## config.mk

```make
export PLATFORM = sky130hd
export DESIGN_NAME = wallace_mac_sequencer
export DESIGN_NICKNAME = d
export VERILOG_FILES = /design/src/rtl/wallace_mac_pkg.sv /design/src/rtl/wallace_mac_sequencer_mul.sv /design/src/rtl/wallace_mac_sequencer.sv
export SDC_FILE = /design/constraint.sdc
export NUM_CORES = 1
export LEC_CHECK = 0
export CORE_UTILIZATION = 29
export DETAILED_ROUTE_END_ITERATION = 6
export MAX_ROUTING_LAYER = met4
export SETUP_SLACK_MARGIN = 0.05
export SLEW_MARGIN = 10
export SYNTH_ARGS = -nofsm -noshare
export SYNTH_HDL_FRONTEND = slang
export SYNTH_SLANG_ARGS = --single-unit
```

## constraint.sdc

```tcl
create_clock -name clk -period 11.8 [get_ports clk]
set_clock_uncertainty 0.1 [all_clocks]
set_input_delay 2.95 -clock clk [delete_from_list [all_inputs] [get_ports clk]]
set_output_delay 2.95 -clock clk [all_outputs]
set_load 0.005 [all_outputs]
```

## src/rtl/wallace_mac_pkg.sv

```systemverilog
// Shared types and sizing for the Wallace-tree MAC sequencer.
// Holds the FSM encoding, multiplier width and accumulator sizing helper.
package wallace_mac_pkg;

    localparam int MUL_W       = 16;
    localparam int DEF_N_TERMS = 8;
    localparam int DEF_ACC_W   = 19;

    typedef enum logic [1:0] {
        IDLE,
        ACCUM,
        DRAIN,
        OUT
    } state_t;

    function automatic int acc_min_w(input int n);
        return MUL_W + $clog2(n);
    endfunction

endpackage

```

## src/rtl/wallace_mac_sequencer_mul.sv

```systemverilog
// eight_bit_wallace_tree: approximate 8x8 unsigned multiplier.
// Columns 0..3 are OR-compressed without carries; the rest go through a CSA tree.
module eight_bit_wallace_tree
    import wallace_mac_pkg::*;
(
    input  logic [7:0]       a,
    input  logic [7:0]       b,
    output logic [MUL_W-1:0] p
);

    localparam logic [MUL_W-1:0] HI_MASK = 16'hFFF0;

    logic [MUL_W-1:0] row [8];
    logic [MUL_W-1:0] lo;
    logic [MUL_W-1:0] s0, c0, s1, c1, s2, c2;
    logic [MUL_W-1:0] s3, c3, s4, c4, s5, c5;

    function automatic logic [2*MUL_W-1:0] csa(
        input logic [MUL_W-1:0] x,
        input logic [MUL_W-1:0] y,
        input logic [MUL_W-1:0] z
    );
        logic [MUL_W-1:0] s;
        logic [MUL_W-1:0] c;
        s = x ^ y ^ z;
        c = ((x & y) | (x & z) | (y & z)) << 1;
        return {c, s};
    endfunction

    always_comb begin
        lo = '0;
        for (int i = 0; i < 8; i++) begin
            row[i] = ({8'h00, a & {8{b[i]}}} << i);
            lo     = lo | (row[i] & ~HI_MASK);
            row[i] = row[i] & HI_MASK;
        end
    end

    // 8 rows -> 6 -> 4 -> 3 -> 2, then one carry-propagate add
    assign {c0, s0} = csa(row[0], row[1], row[2]);
    assign {c1, s1} = csa(row[3], row[4], row[5]);
    assign {c2, s2} = csa(s0, c0, s1);
    assign {c3, s3} = csa(c1, row[6], row[7]);
    assign {c4, s4} = csa(s2, c2, s3);
    assign {c5, s5} = csa(s4, c4, c3);

    assign p = (s5 + c5) | lo;

endmodule

```

## src/rtl/wallace_mac_sequencer.sv

```systemverilog
// Streams operand pairs through the approximate multiplier and
// accumulates N_TERMS products into one result per group.
module wallace_mac_sequencer
    import wallace_mac_pkg::*;
#(
    parameter int N_TERMS = DEF_N_TERMS,
    parameter int ACC_W   = DEF_ACC_W
) (
    input  logic             clk,
    input  logic             rst_n,
    input  logic             clear,
    input  logic             in_valid,
    output logic             in_ready,
    input  logic [7:0]       a,
    input  logic [7:0]       b,
    output logic             out_valid,
    input  logic             out_ready,
    output logic [ACC_W-1:0] acc_out,
    output logic             busy
);

    localparam int CNT_W = $clog2(N_TERMS);
    localparam logic [CNT_W-1:0] LAST_CNT = CNT_W'(N_TERMS - 1);

    if (N_TERMS < 2) begin : g_bad_terms
        $error("N_TERMS must be at least 2");
    end
    if (ACC_W < acc_min_w(N_TERMS)) begin : g_bad_acc_w
        $error("ACC_W too narrow for N_TERMS products");
    end

    state_t           state;
    logic [CNT_W-1:0] cnt;
    logic             prod_v;
    logic [MUL_W-1:0] prod_r;
    logic [ACC_W-1:0] acc;
    logic [MUL_W-1:0] mul_p;
    logic             accept;
    logic             last;

    eight_bit_wallace_tree u_mul (
        .a (a),
        .b (b),
        .p (mul_p)
    );

    assign in_ready  = (state == ACCUM);
    assign out_valid = (state == OUT);
    assign acc_out   = acc;
    assign busy      = (state == ACCUM && cnt != '0)
                     || state == DRAIN || state == OUT;

    assign accept = in_valid & in_ready;
    assign last   = accept && (cnt == LAST_CNT);

    always_ff @(posedge clk) begin
        if (!rst_n) begin
            state  <= IDLE;
            cnt    <= '0;
            prod_v <= 1'b0;
            prod_r <= '0;
            acc    <= '0;
        end else if (clear && state != IDLE) begin
            // abort wins over any same-cycle accept or result handshake
            state  <= ACCUM;
            cnt    <= '0;
            prod_v <= 1'b0;
            acc    <= '0;
        end else begin
            prod_v <= accept;
            if (accept) begin
                prod_r <= mul_p;
                cnt    <= last ? '0 : cnt + 1'b1;
            end

            if (state == OUT && out_ready) begin
                acc <= '0;
            end else if (prod_v) begin
                acc <= acc + ACC_W'(prod_r);
            end

            unique case (state)
                IDLE:    state <= ACCUM;
                ACCUM:   if (last) state <= DRAIN;
                DRAIN:   state <= OUT;
                OUT:     if (out_ready) state <= ACCUM;
                default: state <= IDLE;
            endcase
        end
    end

endmodule

```

==> key figures <==
Synthesis
  • Post-Synth Simple-Gate Area: 20.9%
  • Ys Warns: 0
  • Syn Area/Cell: just under 9 um2
  • FF+latch count, synth: between 40 and 50
  • Synth unique cells: 50
  • Mapped Nets: 550
  • EDFF count, synth: 0
  • Seq/Total Area, Yosys: 20.6%
  • Top FF cell, synth: dfxtp_1
  • Cells after Synth: 451
  • Synth Area in XOR/XNOR: 4.82%
  • Synth Area in Adders: 31.2%
  • Mapped Area: 0.00399 mm2
  • Post-synthesis mux area share: under 10%
  • Largest family of logic cells by synthesized area: adder cells
  • Synth Area in Compound Gates: 14.8%
  • Post-synth ARST share: 0%

Place
  • Placed cells: ~660
  • PortBufs: 42
  • Dpl hpwl: 7.34 mm
  • GPL Wtd Cong: just under 0.9

Layout
  • Final #Nets: a little under 600
  • # diodes: 0
  • Fillcell total: about 1.4k
  • Fin cells: approximately 670
  • Layout cells sized above 1: 3.88%
  • Commonest cells after routing, fill and taps aside: and2_1, ha_1, clkdlybuf4s50_1
  • Synth-to-layout area growth: 18.9%
  • Most common cell after layout, fill and taps aside: and2_1

Worst setup path
  • Most used cell, CP: fa_1
  • Critical Path RT: between 10 and 15 ns
  • Critical-path cell list: clkdlybuf4s50_1 -> nand2_1 -> fa_1 -> fa_1 -> fa_1 -> fa_1 -> inv_1 -> ha_1 -> fa_1 -> a21oi_1 -> nor2b_1 -> o31a_1 -> o41ai_2 -> xor2_1 -> o21ai_0 -> and2_1
  • CP arrival: roughly 7.7 ns
  • CP max stage delay: between 0.6 and 0.7 ns
  • Crit path max fanout: 8
  • Slowest CP cell: clkdlybuf4s50_1
  • Startpoint Class: input pin
  • Crit Path Category: in -> reg
  • Setup crit end kind: flip-flop

Clock network
  • # Post-CTS Setup Buffers: 0
  • Clock latency on the worst-skew pair: about 0.29 ns
  • Max Root-Sink Buffers: 2
  • CTS tree: built
  • Clock Pin Slew Worst Setup and Hold Paths: about 0.06 ns
  • Clk sinks: 41
  • Post-cts resize count: 0
  • Hold-fix buffers, CTS: 0
  • Root buf cell: clkbuf_16
  • Maximum level of the CTS H-tree: 2
  • TritonCTS Buffers: 5

Routing
  • DR WL met3: about 300 um
  • Vias/cell: 4.82
  • Routed Antenna Nets: 0
  • Final WL: roughly 8.8 mm
  • # DRC: 0
  • Met2 wire length: around 4.5 mm
  • DRT iter0 DRCs: between 200 and 250
  • Top routing layer in use: met4
  • First-pass DRT Iterations: 6
  • Met1 Routed Length: around 4 mm
  • Total number of vias: 3,208
  • Drt wl/cell: between 10 and 15 um

Global route
  • Total Routing Usage GR: approximately 13%
  • Grt ovf: 0
  • Pin count of the biggest net entering global routing: 23
  • Initial antenna violation count: 0
  • Vias in the first global route: approximately 3.1k
  • First-pass GRT wire length: about 15 mm

Die
  • Starting Density: roughly 30%
  • Die area: about 0.014 mm2
  • Row count: 42
  • Core area: about 0.013 mm2
  • Die W: about 120 um
  • Die height: around 120 um
  • Ports: 43

STA
  • Setup tns final: 0 ns
  • Hold Vio Cnt, Final: 0
  • Finish-stage setup viols: 0
  • Slew Limit Headroom: between 30% and 40%
  • Least-Margin Pin Slew: ~0.98 ns
  • Min Tclk post-route: about 7.6 ns
  • Final period util: between 60% and 70%
  • Unrepaired setup endpoints after global routing: false
  • Max-slew violation count: 0
  • Highest clock rate: approximately 0.13 GHz

Power and ir drop
  • Pwr Density: 137 mW/mm2
  • Int Pwr: around 0.00040 W
  • Reg power frac: 27.5%
  • Net switching power: 0.000248 W
  • Clk pwr share: 24.0%
  • Worst vdd ir: about 0.00007 V
  • Logic pwr share: about 49%
  • Leakage: ~2 nW
  • Net Sw Frac: 38.1%

Run status
  • Status: finished, final reports clean

Flow run
  • Total of max-cap violations: 0

Hold path
  • Hold crit path type: reg -> reg
[worst max-delay path, delay by kind of cell]
family          cells  cell delay (ns)
xor+xnor            1             0.18
simple gates        3             0.39
buf+inv             2             0.71
fa+ha+maj           6             2.69
compound gates      4             0.75
[state kept, by name, summed over array words and instances, names as in the netlist]
register and flops:
prod_v 1, prod_r 16, acc_out 19, cnt 3, state 2
[Yosys cell counts, types with 3 or more instances]
master	count	area share [%]
a221oi_1	3	0.66
a21boi_0	6	1.1
o21ai_0	17	2.1
a21o_1	5	0.94
o211ai_1	3	0.56
xor2_1	14	3.1
nand2b_1	6	0.94
nand2_1	41	3.9
ha_1	42	13
nor2_1	37	3.5
a211oi_1	4	0.75
inv_1	40	3.8
nor2b_1	4	0.63
xnor2_1	8	1.8
o21a_1	3	0.56
and2_1	45	7.0
o211a_1	3	0.75
nor3_1	5	0.63
nand4_1	4	0.63
dfxtp_1	41	21
nand3_1	9	1.1
buf_2	3	0.38
fa_1	36	18
a21oi_1	21	2.6
nor3b_1	3	0.56
clkbuf_1	7	0.66
mux2i_1	10	2.5
[power groups by stage]
| stage | sequential [W] | clock [W] | combinational, W |
|---|---|---|---|
| 3_3_place_gp | 0.000181 | 0 | 0.000317 |
| 2_1_floorplan | 0.000172 | 0 | 0.000244 |
| 6_report | 0.000179 | 0.000156 | 0.000315 |
| 5_1_grt | 0.000182 | 0.000166 | 0.000364 |
| 3_5_place_dp | 0.000182 | 0 | 0.000320 |
| 4_1_cts | 0.000179 | 0.000159 | 0.000321 |
[metal layers]
metal,vias to the layer above,track usage [%]
met5,-,-
met2,66,23.2
met3,7,1.87
met4,0,2.81
met1,1545,16.7
li1,1590,-
[per-stage QoR]
| step | setup WS, ns | util, % | cell area (um2) | total power [W] | hold slack (ns) |
|---|---|---|---|---|---|
| finish | 4.20 | 35.6 | 4750 | 0.000650 | 0.377 |
| global route | 3.93 | 35.6 | 4750 | 0.000712 | 0.402 |
| detailed placement | 3.87 | 34.3 | 4580 | 0.000502 | 0.372 |
| CTS | 4.16 | 35.6 | 4750 | 0.000660 | 0.380 |
| global placement | 3.98 | 34.3 | 4580 | 0.000498 | 0.366 |
| floorplan | 4.62 | - | 3990 | 0.000415 | 0.345 |
[worst paths after layout]
path | from | depth (start not counted) | slack [ns] | endpoint
min | prod_r[4] | 2 | 0.38 | prod_r[4]
max reg2reg | acc_out[0] | 10 | 9.39 | acc_out[12]
min reg2reg | prod_r[4] | 2 | 0.38 | prod_r[4]
max | b[0] | 16 | 4.20 | prod_r[15]
[layout make-up]
type / instances / area [um2] / share of cell area [%]
Tap cell: 176 / 220 / 4.64
Clock buffer: 6 / 129 / 2.71
Inverter: 40 / 150 / 3.16
Timing Repair Buffer: 43 / 428 / 9.01
Sequential cell: 41 / 821 / 17.3
Clock inverter: 2 / 38.8 / 0.817
Multi-Input combinational cell: 358 / 2960 / 62.4
[kinds of logic (layout without fill, tap and decap cells)]
logic type | count (synthesis) | after routing
fa+ha+maj | 78 | 78
mux | 10 | 10
simple gates | 164 | 164
flops | 41 | 41
compound gates | 84 | 84
buf+inv | 52 | 91
xor+xnor | 22 | 22
Note: power is estimated with default switching activity, not from simulation.
